<file path="src/rtl/io_arb_pkg.sv">
// Shared types and constants for the io_port bus arbiter.
// Master ids double as the 1-bit owner/last encoding.
package io_arb_pkg;

    localparam int IO_AW = 8;
    localparam int IO_DW = 32;

    typedef enum logic [1:0] {
        IDLE   = 2'd0,
        ACCESS = 2'd1,
        DONE   = 2'd2
    } arb_state_t;

    localparam logic M0 = 1'b0;
    localparam logic M1 = 1'b1;

endpackage

</file>
<file path="src/rtl/io_bus_arbiter_if.sv">
// Two-requester handshake plus io_port bus signals for the arbiter.
// slave = arbiter side; master = requesters together with the io_port read path.
interface io_bus_arbiter_if #(
    parameter int AW = 8,
    parameter int DW = 32
);
    logic          m0_req;
    logic          m1_req;
    logic          m0_we;
    logic          m1_we;
    logic [AW-1:0] m0_addr;
    logic [AW-1:0] m1_addr;
    logic [DW-1:0] m0_wdata;
    logic [DW-1:0] m1_wdata;
    logic          m0_ack;
    logic          m1_ack;
    logic [DW-1:0] m0_rdata;
    logic [DW-1:0] m1_rdata;
    logic          io_en;
    logic          io_we;
    logic [AW-1:0] io_addr;
    logic [DW-1:0] io_data_write;
    logic [DW-1:0] io_data_read;

    modport slave (
        input  m0_req, m1_req, m0_we, m1_we, m0_addr, m1_addr, m0_wdata, m1_wdata,
        output m0_ack, m1_ack, m0_rdata, m1_rdata,
        output io_en, io_we, io_addr, io_data_write,
        input  io_data_read
    );

    modport master (
        output m0_req, m1_req, m0_we, m1_we, m0_addr, m1_addr, m0_wdata, m1_wdata,
        input  m0_ack, m1_ack, m0_rdata, m1_rdata,
        input  io_en, io_we, io_addr, io_data_write,
        output io_data_read
    );

endinterface

</file>
<file path="src/rtl/io_arb_pick.sv">
// Combinational 2-way request picker.
// IO_ARB_FIXED_PRIO_EN: ties always go to m0; default: tie goes to the master that was not last.
module io_arb_pick
    import io_arb_pkg::*;
(
    input  logic req0,
    input  logic req1,
    input  logic last,
    output logic valid,
    output logic winner
);

`ifdef IO_ARB_FIXED_PRIO_EN
    logic unused_last;
    assign unused_last = last;

    always_comb begin
        valid  = req0 | req1;
        winner = req0 ? M0 : M1;
    end
`else
    always_comb begin
        valid  = req0 | req1;
        winner = req0 ? M0 : M1;
        if (req0 && req1) begin
            winner = ~last;
        end
    end
`endif

endmodule

</file>
<file path="src/rtl/io_bus_arbiter.sv">
// Arbitrates m0/m1 onto the single io_port bus, one 3-cycle transaction at a time.
// Tie-break policy lives in io_arb_pick (IO_ARB_FIXED_PRIO_EN selects fixed m0 priority).
//
// state  | meaning
// IDLE   | sample requests, latch winner's fields onto the bus
// ACCESS | bus cycle active; capture read data, raise owner's ack
// DONE   | ack visible for one cycle; record owner as last
module io_bus_arbiter
    import io_arb_pkg::*;
#(
    parameter int AW = IO_AW,
    parameter int DW = IO_DW
) (
    input  logic              clk,
    input  logic              resetb,
    io_bus_arbiter_if.slave   bus,
    output logic              busy
);

    arb_state_t    state;
    logic          owner;
    logic          last;
    logic          pick_valid;
    logic          pick_winner;
    logic          io_en_r;
    logic          io_we_r;
    logic [AW-1:0] io_addr_r;
    logic [DW-1:0] io_wdata_r;
    logic [DW-1:0] rdata0_r;
    logic [DW-1:0] rdata1_r;
    logic          ack0_r;
    logic          ack1_r;

    io_arb_pick u_pick (
        .req0   (bus.m0_req),
        .req1   (bus.m1_req),
        .last   (last),
        .valid  (pick_valid),
        .winner (pick_winner)
    );

    always_ff @(posedge clk or negedge resetb) begin
        if (!resetb) begin
            state      <= IDLE;
            owner      <= M0;
            last       <= M1;
            io_en_r    <= 1'b0;
            io_we_r    <= 1'b0;
            io_addr_r  <= '0;
            io_wdata_r <= '0;
            rdata0_r   <= '0;
            rdata1_r   <= '0;
            ack0_r     <= 1'b0;
            ack1_r     <= 1'b0;
        end else begin
            case (state)
                IDLE: begin
                    if (pick_valid) begin
                        owner   <= pick_winner;
                        io_en_r <= 1'b1;
                        if (pick_winner == M1) begin
                            io_we_r    <= bus.m1_we;
                            io_addr_r  <= bus.m1_addr;
                            io_wdata_r <= bus.m1_wdata;
                        end else begin
                            io_we_r    <= bus.m0_we;
                            io_addr_r  <= bus.m0_addr;
                            io_wdata_r <= bus.m0_wdata;
                        end
                        state <= ACCESS;
                    end
                end
                ACCESS: begin
                    // io_port commits a write on this same edge; reads are captured here
                    if (!io_we_r) begin
                        if (owner == M1) rdata1_r <= bus.io_data_read;
                        else             rdata0_r <= bus.io_data_read;
                    end
                    if (owner == M1) ack1_r <= 1'b1;
                    else             ack0_r <= 1'b1;
                    io_en_r <= 1'b0;
                    io_we_r <= 1'b0;
                    state   <= DONE;
                end
                DONE: begin
                    ack0_r <= 1'b0;
                    ack1_r <= 1'b0;
                    last   <= owner;
                    state  <= IDLE;
                end
                default: state <= IDLE;
            endcase
        end
    end

    assign bus.m0_ack        = ack0_r;
    assign bus.m1_ack        = ack1_r;
    assign bus.m0_rdata      = rdata0_r;
    assign bus.m1_rdata      = rdata1_r;
    assign bus.io_en         = io_en_r;
    assign bus.io_we         = io_we_r;
    assign bus.io_addr       = io_addr_r;
    assign bus.io_data_write = io_wdata_r;
    assign busy              = (state != IDLE);

endmodule

</file>
<file path="src/flat_wrapper.sv">
// flat-port wrapper written by rule: the top's interface ports become plain ports
module io_bus_arbiter_flat import io_arb_pkg::*;
#(
    parameter int AW = IO_AW,
    parameter int DW = IO_DW
)
  (clk, resetb, busy, bus_m0_req, bus_m1_req, bus_m0_we, bus_m1_we, bus_m0_addr, bus_m1_addr, bus_m0_wdata, bus_m1_wdata, bus_m0_ack, bus_m1_ack, bus_m0_rdata, bus_m1_rdata, bus_io_en, bus_io_we, bus_io_addr, bus_io_data_write, bus_io_data_read);
  io_bus_arbiter_if #(.AW(AW), .DW(DW)) bus_i ();
  input  logic clk;
  input  logic resetb;
  output logic busy;
  input wire logic [$bits(bus_i.m0_req)-1:0] bus_m0_req;
  input wire logic [$bits(bus_i.m1_req)-1:0] bus_m1_req;
  input wire logic [$bits(bus_i.m0_we)-1:0] bus_m0_we;
  input wire logic [$bits(bus_i.m1_we)-1:0] bus_m1_we;
  input wire logic [$bits(bus_i.m0_addr)-1:0] bus_m0_addr;
  input wire logic [$bits(bus_i.m1_addr)-1:0] bus_m1_addr;
  input wire logic [$bits(bus_i.m0_wdata)-1:0] bus_m0_wdata;
  input wire logic [$bits(bus_i.m1_wdata)-1:0] bus_m1_wdata;
  output wire logic [$bits(bus_i.m0_ack)-1:0] bus_m0_ack;
  output wire logic [$bits(bus_i.m1_ack)-1:0] bus_m1_ack;
  output wire logic [$bits(bus_i.m0_rdata)-1:0] bus_m0_rdata;
  output wire logic [$bits(bus_i.m1_rdata)-1:0] bus_m1_rdata;
  output wire logic [$bits(bus_i.io_en)-1:0] bus_io_en;
  output wire logic [$bits(bus_i.io_we)-1:0] bus_io_we;
  output wire logic [$bits(bus_i.io_addr)-1:0] bus_io_addr;
  output wire logic [$bits(bus_i.io_data_write)-1:0] bus_io_data_write;
  input wire logic [$bits(bus_i.io_data_read)-1:0] bus_io_data_read;
  assign bus_i.m0_req = bus_m0_req;
  assign bus_i.m1_req = bus_m1_req;
  assign bus_i.m0_we = bus_m0_we;
  assign bus_i.m1_we = bus_m1_we;
  assign bus_i.m0_addr = bus_m0_addr;
  assign bus_i.m1_addr = bus_m1_addr;
  assign bus_i.m0_wdata = bus_m0_wdata;
  assign bus_i.m1_wdata = bus_m1_wdata;
  assign bus_m0_ack = bus_i.m0_ack;
  assign bus_m1_ack = bus_i.m1_ack;
  assign bus_m0_rdata = bus_i.m0_rdata;
  assign bus_m1_rdata = bus_i.m1_rdata;
  assign bus_io_en = bus_i.io_en;
  assign bus_io_we = bus_i.io_we;
  assign bus_io_addr = bus_i.io_addr;
  assign bus_io_data_write = bus_i.io_data_write;
  assign bus_i.io_data_read = bus_io_data_read;
  io_bus_arbiter #(.AW(AW), .DW(DW)) u_core (.clk(clk), .resetb(resetb), .bus(bus_i), .busy(busy));
endmodule
</file>
<file path="config.mk">
export PLATFORM = sky130hd
export DESIGN_NAME = io_bus_arbiter_flat
export DESIGN_NICKNAME = d
export VERILOG_FILES = /design/src/rtl/io_arb_pkg.sv /design/src/rtl/io_bus_arbiter_if.sv /design/src/rtl/io_arb_pick.sv /design/src/rtl/io_bus_arbiter.sv /design/src/flat_wrapper.sv
export SDC_FILE = /design/constraint.sdc
export NUM_CORES = 1
export LEC_CHECK = 0
export CORE_AREA = 5 5 100 140
export CTS_CLUSTER_DIAMETER = 200
export DETAILED_ROUTE_END_ITERATION = 16
export DIE_AREA = 0 0 105 145
export PLACE_DENSITY_LB_ADDON = 0.1
export SLEW_MARGIN = 25
export SYNTH_ARGS = -nofsm -noshare
export SYNTH_HDL_FRONTEND = slang
export SYNTH_SLANG_ARGS = --single-unit
export TNS_END_PERCENT = 100
</file>
<file path="constraint.sdc">
create_clock -name clk -period 1.73 [get_ports clk]
set_input_delay 0.346 -clock clk [delete_from_list [all_inputs] [get_ports clk]]
set_output_delay 0.346 -clock clk [all_outputs]
set_load 0.02 [all_outputs]
</file>
# --- Word level (Yosys, flattened, before mapping) ---
# Index checks and enable logic that the tools add are counted.
totals:
  regBits: 112
  inputBits: 118
  out_inout_bits: 109
  wordCells: 46
classes:
  n_eq_ne: 5
  muxes: 15
  bitwise: 4
  n_reduce_logical: 11
op_table:
  columns: ["op", "n"]
  rows:
  - ["$mux W32", 1]
  - ["$mux W8", 1]
  - ["$pmux W1 S2", 4]
  - ["$reduce_and A2 Y1", 4]
  - ["$mux W1", 7]
  - ["$reduce_and A3 Y1", 2]
  - ["$reduce_bool A2 Y1", 3]
  - ["$ne A2 B1 Y1 const B", 2]
  - ["$pmux W2 S2", 1]
  - ["$not A1 Y1", 3]
  - ["$eq A2 B1 Y1 const B", 1]
  - ["$eq A2 B2 Y1 const B", 1]
  - ["$logic_not A2 Y1", 1]
  - ["$mux W2", 1]
  - ["$ne A2 B2 Y1 const B", 1]
  - ["$logic_and A1 B1 Y1", 1]
  - ["$or A1 B1 Y1", 1]

# --- Depth between registers and ports, before layout ---
# Gate-level depths: netlist of run 1.
logic_depth:
  depth_word: 5
  ltp_mapped: 7

# --- Cells and area by module ---
# From an unflattened synthesis of run 1, not the netlist that was laid out.
hier_totals:
  cells_unflattened: 341
  area_unflattened_um2: 4560.6
by_module_without_submodules:
  columns: ["module", "n_inst", "cells_per_inst", "area_each_um2", "seq_area_each_um2"]
  rows:
  - ["io_bus_arbiter", 1, 338, 4545.6, 2803.9]
  - ["io_arb_pick", 1, 3, 15.0, 0.0]

# --- Worst setup path after synthesis of run 1 ---
# Ideal clock, no wire load.
synth_path:
  kind: "reg-to-reg"
  from: "reg u_core.state[1]"
  to: "reg u_core.rdata1_r[10] (netlist: u_core.bus.m1_rdata[10])"
  setup_ps: 125
  t_arrival_ps: 1377
  required_time_ps: 1605
  setup_slack_ps: 228
  path_stages_with_launch: 5
  n_path_buf: 1
  synth_period_minus_slack_ps: 1502
  path_cell_list: "dfrtp_1 nand2b_2 nor3_4 buf_6 mux2_2"
synth_via:
  elab_chain_len: 2
synth_rtl:
  columns: ["element", "line_no", "text"]
  rows:
  - ["from (decl)", "io_bus_arbiter.sv:20", "arb_state_t state;"]
  - ["from (signal assigned)", "io_bus_arbiter.sv:44", "state <= IDLE;"]
  - ["from (signal assigned)", "io_bus_arbiter.sv:70", "state <= ACCESS;"]
  - ["from (signal assigned)", "io_bus_arbiter.sv:83", "state <= DONE;"]
  - ["$eq A2 B1 Y1", "io_bus_arbiter.sv:56", "case (state)"]
  - ["$reduce_and A3 Y1 (no source line)", null, null]
  - ["to (signal assigned)", "io_bus_arbiter.sv:76", "if (owner == M1) rdata1_r <= bus.io_data_read;"]
  - ["to (decl)", "io_bus_arbiter.sv:30", "logic [DW-1:0] rdata1_r;"]
# Every way passes these cells.
# A chain may end at the register's enable or synchronous reset.

# --- Worst setup path in the final report of run 1 ---
layout_path:
  from: "reg u_core.io_wdata_r[16] (netlist: u_core.bus.io_data_write[16])"
  to: "out bus_io_data_write[16]"
layout_rtl:
  columns: ["element", "line_no", "text"]
  rows:
  - ["from (decl)", "io_bus_arbiter.sv:28", "logic [DW-1:0] io_wdata_r;"]
  - ["from (signal assigned)", "io_bus_arbiter.sv:64", "io_wdata_r <= bus.m1_wdata;"]
  - ["from (signal assigned)", "io_bus_arbiter.sv:68", "io_wdata_r <= bus.m0_wdata;"]
  - ["to (decl)", "flat_wrapper.sv:27", "output wire logic [$bits(bus_i.io_data_write)-1:0] bus_io_data_write;"]
# No word-level cell between the ends.

==> metrics.csv, run 1 <==
metric;value;unit
status;finished, final reports clean;
die_x;105;um
synth_top_family_by_area;compound AO/OA/AOI/OAI gates;
grt_use_met1;21.16;%
ys_seq_area_share;52.82;%
viasPerCell;5.361;
critPathMaxFanout;2;
synth_area;5309;um2
drive_above_1_share;23.37;%
dp_hpwl;10910;um
worstMarginPinSlew;0.4708;ns
hold_class;in -> async;
cp_slowest_cell;clkdlybuf4s50_1;
final_nets;742;
cts_root_buf;clkbuf_16;
stdcell_area;8119;um2
end_kind;output port;
synth.distinct_cells;28;
rsz0062_at_grt;false;
path_cells;clkdlybuf4s50_1;
die_area;15230;um2
synth_xor_area_share;0;%
yosys_warnings;0;
max-vdd-ir-drop;936.9;uV
antenna_found_initial;0;
critPathRequiredTime;1.38;ns
initial_core_util;42.03;%
clkPwrFrac;13.1;%
synthAdderAreaFrac;0;%
finalSetupTns;0;ns
cp.arrival;1.35;ns
dr.first_iter.drc_count;110;
worstSkewPairLatency;0.35;ns
wl;14720;um
synthMuxAreaShare;13.58;%
internal-power;9376;uW
p_comb_share;56.3;%
drc;0;
cts_tree;done;
swShare;39.62;%
syn_avg_cell_area;13.21;um2
crit_type;reg -> out;
numClockSinks;112;
crit_family;buffers and inverters;
critPathLaunchType;flip-flop;
placedInstanceArea;7801;um2
fp-row-count;49;
met3_usage;5.289;%
dr.pass1.iters;4;
total_power;15530;uW
ios;227;
grt_start_max_net_pins;42;
max_stage_delay;0.62;ns
final_core_util;64.29;%
overflow;0;
htree_levels;3;
syn_inst;402;
gr-usage-met2;35.09;%
setup_viol;0;
synthArstFlopShare;100.0;%
syn_nets;520;
track_usage;19.26;%
skew;0.007537;ns
ys_seq_elements;112;
wire_per_inst;18.82;um
min_period;1.695;ns
port_buffers;226;
maxSlewViolCount;0;
placed_cells;765;
routed-via-count;4192;
grt_pass1_wl;23940;um
synth-edff-count;0;
ant_nets;0;
critPathBufInv;1;
hold_viol_final;0;
power_frac_seq;30.5;%
cts_buffers;9;
fmax;0.5900;GHz
cts_buffer_depth;2;
instances_no_fill;782;
clk_pin_slew_worst_paths;0.08;ns
period_share;97.97;%
diodes;0;
p_switching;6153;uW
grt_pass1_vias;4673;
fp.coreArea;12630;um2
place.gp.congestion;0.7654;
busiest_layer;met2;
cts_setup_buffers;0;
synthSimpleGateAreaFrac;5.374;%
max_slew_margin;68.61;%
cap_violations;0;
die_h;145;um
synth_ff_type;dfrtp_1;
power_density;1913;nW/um2
synth_compound_area_share;23.10;%
syn2layout_area_growth;52.93;%
leakage;0.003143;uW
==> through the flow <==
stage               hold WS [ns]  worst slack (ns)
floorplan                0.05041            0.2281
global placement          0.3375          -0.04285
detailed placement        0.3433           -0.1103
CTS                       0.4953           0.01074
global route              0.5187          0.001813
finish                    0.4881           0.03517
==> area by class of cell <==
| class | instances | area, um2 |
|---|---|---|
| well taps | 153 | 191.4 |
| clock buffers | 10 | 229.0 |
| clock inverters | 6 | 62.56 |
| multi-input cells | 246 | 2242 |
| fillers | 1002 | 4511 |
| flip-flops and latches | 112 | 2806 |
| repair buffers | 250 | 2569 |
| inverters | 5 | 18.77 |
==> repair_timing <==
| action | CTS | global route |
|---|---|---|
| hold buffers | 1 | 0 |
| resized for setup | 4 | 10 |
| endpoints found under the setup margin | 4 | 14 |
| endpoints found under the hold margin | 28 | 0 |
==> power by group through the flow <==
stage / clock network [uW] / registers (uW) / logic (uW)
floorplan: 0 / 6270 / 3560
global placement: 0 / 4730 / 8760
detailed placement: 0 / 4790 / 8920
CTS: 2100 / 4760 / 8900
global route: 2200 / 4920 / 9260
finish: 2040 / 4740 / 8740
==> cell families (layout without fill, tap and decap cells) <==
| group | Yosys count | after routing |
|---|---|---|
| buffers and inverters | 44 | 271 |
| and+or+nand+nor | 51 | 51 |
| muxes | 64 | 64 |
| AOI/OAI and AO/OA | 131 | 131 |
| DFF | 112 | 112 |
==> cells in the mapped netlist, types with 3 or more instances <==
library cell	instances	area, um2
dfrtp_1	111	2778
mux2_2	60	675.7
o21ai_0	44	220.2
a21oi_1	42	210.2
nand3_1	41	205.2
a31oi_4	30	638.1
clkbuf_1	25	93.84
a31oi_2	9	112.6
buf_6	6	67.56
inv_1	5	18.77
mux2_1	4	45.04
buf_12	3	60.06
buf_4	3	22.52
==> per-layer routing <==
layer | vias up | share of wire [%]
met4 | 0 | 1.8
met2 | 148 | 55
met3 | 18 | 6.6
met5 | - | 0
li1 | 1920 | -
met1 | 2106 | 36
==> path summary, 6_finish.rpt <==
check / start / endpoint / slack, ns / cells after the start
worst max-delay path: u_core.bus.io_data_write[16] / bus_io_data_write[16] / 0.04 / 1
worst min-delay path: resetb / u_core.bus.m0_ack / 0.49 / 2
worst max register to register: u_core.state[1] / u_core.bus.io_data_write[26] / 0.11 / 5
worst min register to register: u_core.bus.m0_rdata[1] / u_core.bus.m0_rdata[1] / 0.49 / 1
max in group asynchronous: resetb / u_core.bus.m0_rdata[8] / 0.68 / 3
min in group clk: u_core.bus.m0_rdata[1] / u_core.bus.m0_rdata[1] / 0.49 / 1
==> layout by cell type, fill, tap and decap left out, drive strengths merged <==
cell / n
nand2b: 2
a22oi: 1
mux2: 64
clkinv: 2
o32a: 1
clkbuf: 10
dlygate4sd2: 3
a21oi: 42
dlymetal6s2s: 7
dfrtp: 111
dfstp: 1
o21ai: 44
a21o: 1
nor3: 2
clkdlybuf4s15: 1
buf: 24
and2: 1
a31oi: 41
nand3: 41
nand2: 2
nor2b: 1
clkdlybuf4s50: 214
nor2: 1
inv: 9
or2: 1
dlygate4sd3: 1
o31ai: 1
==> sequential cells by signal, indices dropped and copies added (netlist names) <==
| register | cells |
|---|---|
| u_core.bus.io_data_write | 32 |
| u_core.bus.m0_rdata | 32 |
| u_core.bus.m1_rdata | 32 |
| u_core.bus.io_addr | 8 |
| u_core.state | 2 |
| u_core.bus.io_en | 1 |
| u_core.bus.io_we | 1 |
| u_core.bus.m0_ack | 1 |
| u_core.bus.m1_ack | 1 |
| u_core.last | 1 |
| u_core.owner | 1 |
(Power assumes the default switching activity.)
==> run 2: changes to the inputs <==
--- a/config.mk
+++ b/config.mk
@@ -5,10 +5,12 @@
 export SDC_FILE = /design/constraint.sdc
 export NUM_CORES = 1
 export LEC_CHECK = 0
-export CORE_AREA = 5 5 100 140
+export CAP_MARGIN = 20
+export CORE_AREA = 5 5 99 138
+export CTS_BUF_LIST = sky130_fd_sc_hd__clkbuf_4
 export CTS_CLUSTER_DIAMETER = 200
 export DETAILED_ROUTE_END_ITERATION = 16
-export DIE_AREA = 0 0 105 145
+export DIE_AREA = 0 0 104 143
 export PLACE_DENSITY_LB_ADDON = 0.1
 export SLEW_MARGIN = 25
 export SYNTH_ARGS = -nofsm -noshare
==> run 2 against run 1 <==
  * Routed wire length barely moved
  * Clock-buffer cell count unchanged
  * Core utilization decreased by 0.35 points
  * Critical path depth is 3 higher
  * Largest power group unchanged
  * Register-to-register slack got worse by 0.03 ns
  * Via count decreased by 1.2%
  * First-iteration DRC count is 8.2% lower
  * Sequential share of layout area rose by 1.3 points
  * Non-clock buffer count decreased by 2
  * Design area down 3.5%
  * Clock power down 21%
  * Flip-flop and latch count is the same
==> metrics.csv, run 2 (synthesis gave the netlist of run 1 again) <==
metric;value;unit
critPathLaunchType;flip-flop;
crit_family;flip-flops;
final_common_cell;clkdlybuf4s50_1;
worstSkewPairLatency;0.46;ns
fp-row-count;48;
place.gp.congestion;0.8203;
ant_nets;0;
cts_buffers;9;
port_buffers;226;
end_kind;flip-flop;
hold_viol_final;0;
grt_start_max_net_pins;64;
leakage;0.003171;uW
max_stage_delay;0.47;ns
max-vdd-ir-drop;922.7;uV
period_share;95.12;%
fmax;0.6077;GHz
status;finished, final reports clean;
path_depth;4;
ios;227;
stdcell_area;7834;um2
antenna_found_initial;0;
dr.first_iter.drc_count;101;
drive_above_1_share;23.44;%
cp_slowest_cell;dfrtp_1;
wl;14720;um
diodes;0;
clk_pin_slew_worst_paths;0.17;ns
critPathBufInv;1;
viasPerCell;5.332;
cp.arrival;1.99;ns
fin_ws;0.08440;ns
die_x;104;um
min_period;1.646;ns
grt_use_met1;21.63;%
dp_hpwl;11030;um
wire_per_inst;18.95;um
final_nets;740;
drc;0;
grt_pass1_vias;4530;
die_area;14870;um2
die_h;143;um
dr.pass1.iters;4;
critPathMaxFanout;32;
cap_violations;0;
overflow;0;
power_density;1799;nW/um2
max_slew_margin;76.51;%
worstMarginPinSlew;0.3487;ns
htree_levels;3;
fp.coreArea;12250;um2
cts_tree;done;
critPathRequiredTime;2.08;ns
setup_viol;0;
cts_root_buf;clkbuf_4;
placedInstanceArea;7770;um2
cts_buffer_depth;2;
final_cell_mix;clkdlybuf4s50_1, dfrtp_1, dlygate4sd2_1;
routed-via-count;4143;
hold_class;in -> async;
numClockSinks;112;
busiest_layer;met2;
track_usage;19.44;%
syn2layout_area_growth;47.56;%
initial_core_util;43.33;%
crit_type;reg -> reg;
cts_setup_buffers;0;
preCtsSetupSlack;-0.05133;ns
r2r_cells;4;
grt_pass1_wl;23320;um
skew;0.01550;ns
rsz0062_at_grt;false;
maxSlewViolCount;0;
path_cells;nand2b_2 > nor3_4 > buf_12 > mux2_2;
met3_usage;6.015;%
gr-usage-met2;34.81;%
## run 2: worst reg2reg max path, cell delays in order (launching register included)
cell	delay, ns
dfrtp_1	0.47
nand2b_2	0.29
nor3_4	0.18
buf_12	0.24
mux2_2	0.38
## run 2: power by group
group | leakage, uW | switching [uW] | internal [uW]
registers | 0.00130 | 739 | 3960
clock network | 0.0000976 | 859 | 759
logic | 0.00177 | 4330 | 3450
total | 0.00317 | 5930 | 8170
## run 2: repair_timing
action / 4_1_cts / 5_1_grt
setup endpoints to repair: 109 / 1
gates resized for setup: 114 / 1
endpoints found under the hold margin: 16 / 0
cloned: 0 / 0
hold buffers: 1 / 0
## run 2: worst paths after layout
| path | endpoint | from | slack (ns) |
|---|---|---|---|
| setup / recovery | u_core.bus.m1_rdata[14] | u_core.state[1] | 0.08 |
| hold / removal | u_core.bus.m0_rdata[25] | resetb | 0.27 |
| setup reg to reg | u_core.bus.m1_rdata[14] | u_core.state[1] | 0.08 |
| hold reg to reg | u_core.bus.io_en | u_core.bus.io_en | 0.50 |
| max in group asynchronous | u_core.bus.io_addr[4] | resetb | 0.85 |
| min in group clk | u_core.bus.io_we | bus_m1_we | 0.45 |
## run 2: cell type report
cell class                      count  area [um2]
Clock buffer                       10       75.07
Fill cell                        1039        4418
Tap cell                          150       187.7
Inverter                            5       18.77
Clock inverter                      6       115.1
Multi-Input combinational cell    246        2242
Timing Repair Buffer              248        2389
Sequential cell                   112        2806
## run 2: stage by stage
stage | std cells | hold WS (ns) | setup TNS, ns | util, % | total power, uW
5_1_grt | 777 | 0.2751 | 0 | 63.94 | 14920
4_1_cts | 777 | 0.2480 | 0 | 63.93 | 14300
2_1_floorplan | 402 | 0.05041 | 0 | - | 9826
6_report | 777 | 0.2720 | 0 | 63.94 | 14100
3_3_place_gp | 760 | 0.2265 | 0 | 63.42 | 13400
3_5_place_dp | 760 | 0.2369 | -0.7398 | 63.42 | 13660
## run 2: routing by layer
| layer | vias to the layer above | part of all wire, % |
|---|---|---|
| li1 | 1915 | - |
| met1 | 2037 | 37 |
| met2 | 166 | 53 |
| met3 | 25 | 6.9 |
| met4 | 0 | 2.5 |
| met5 | - | 0 |
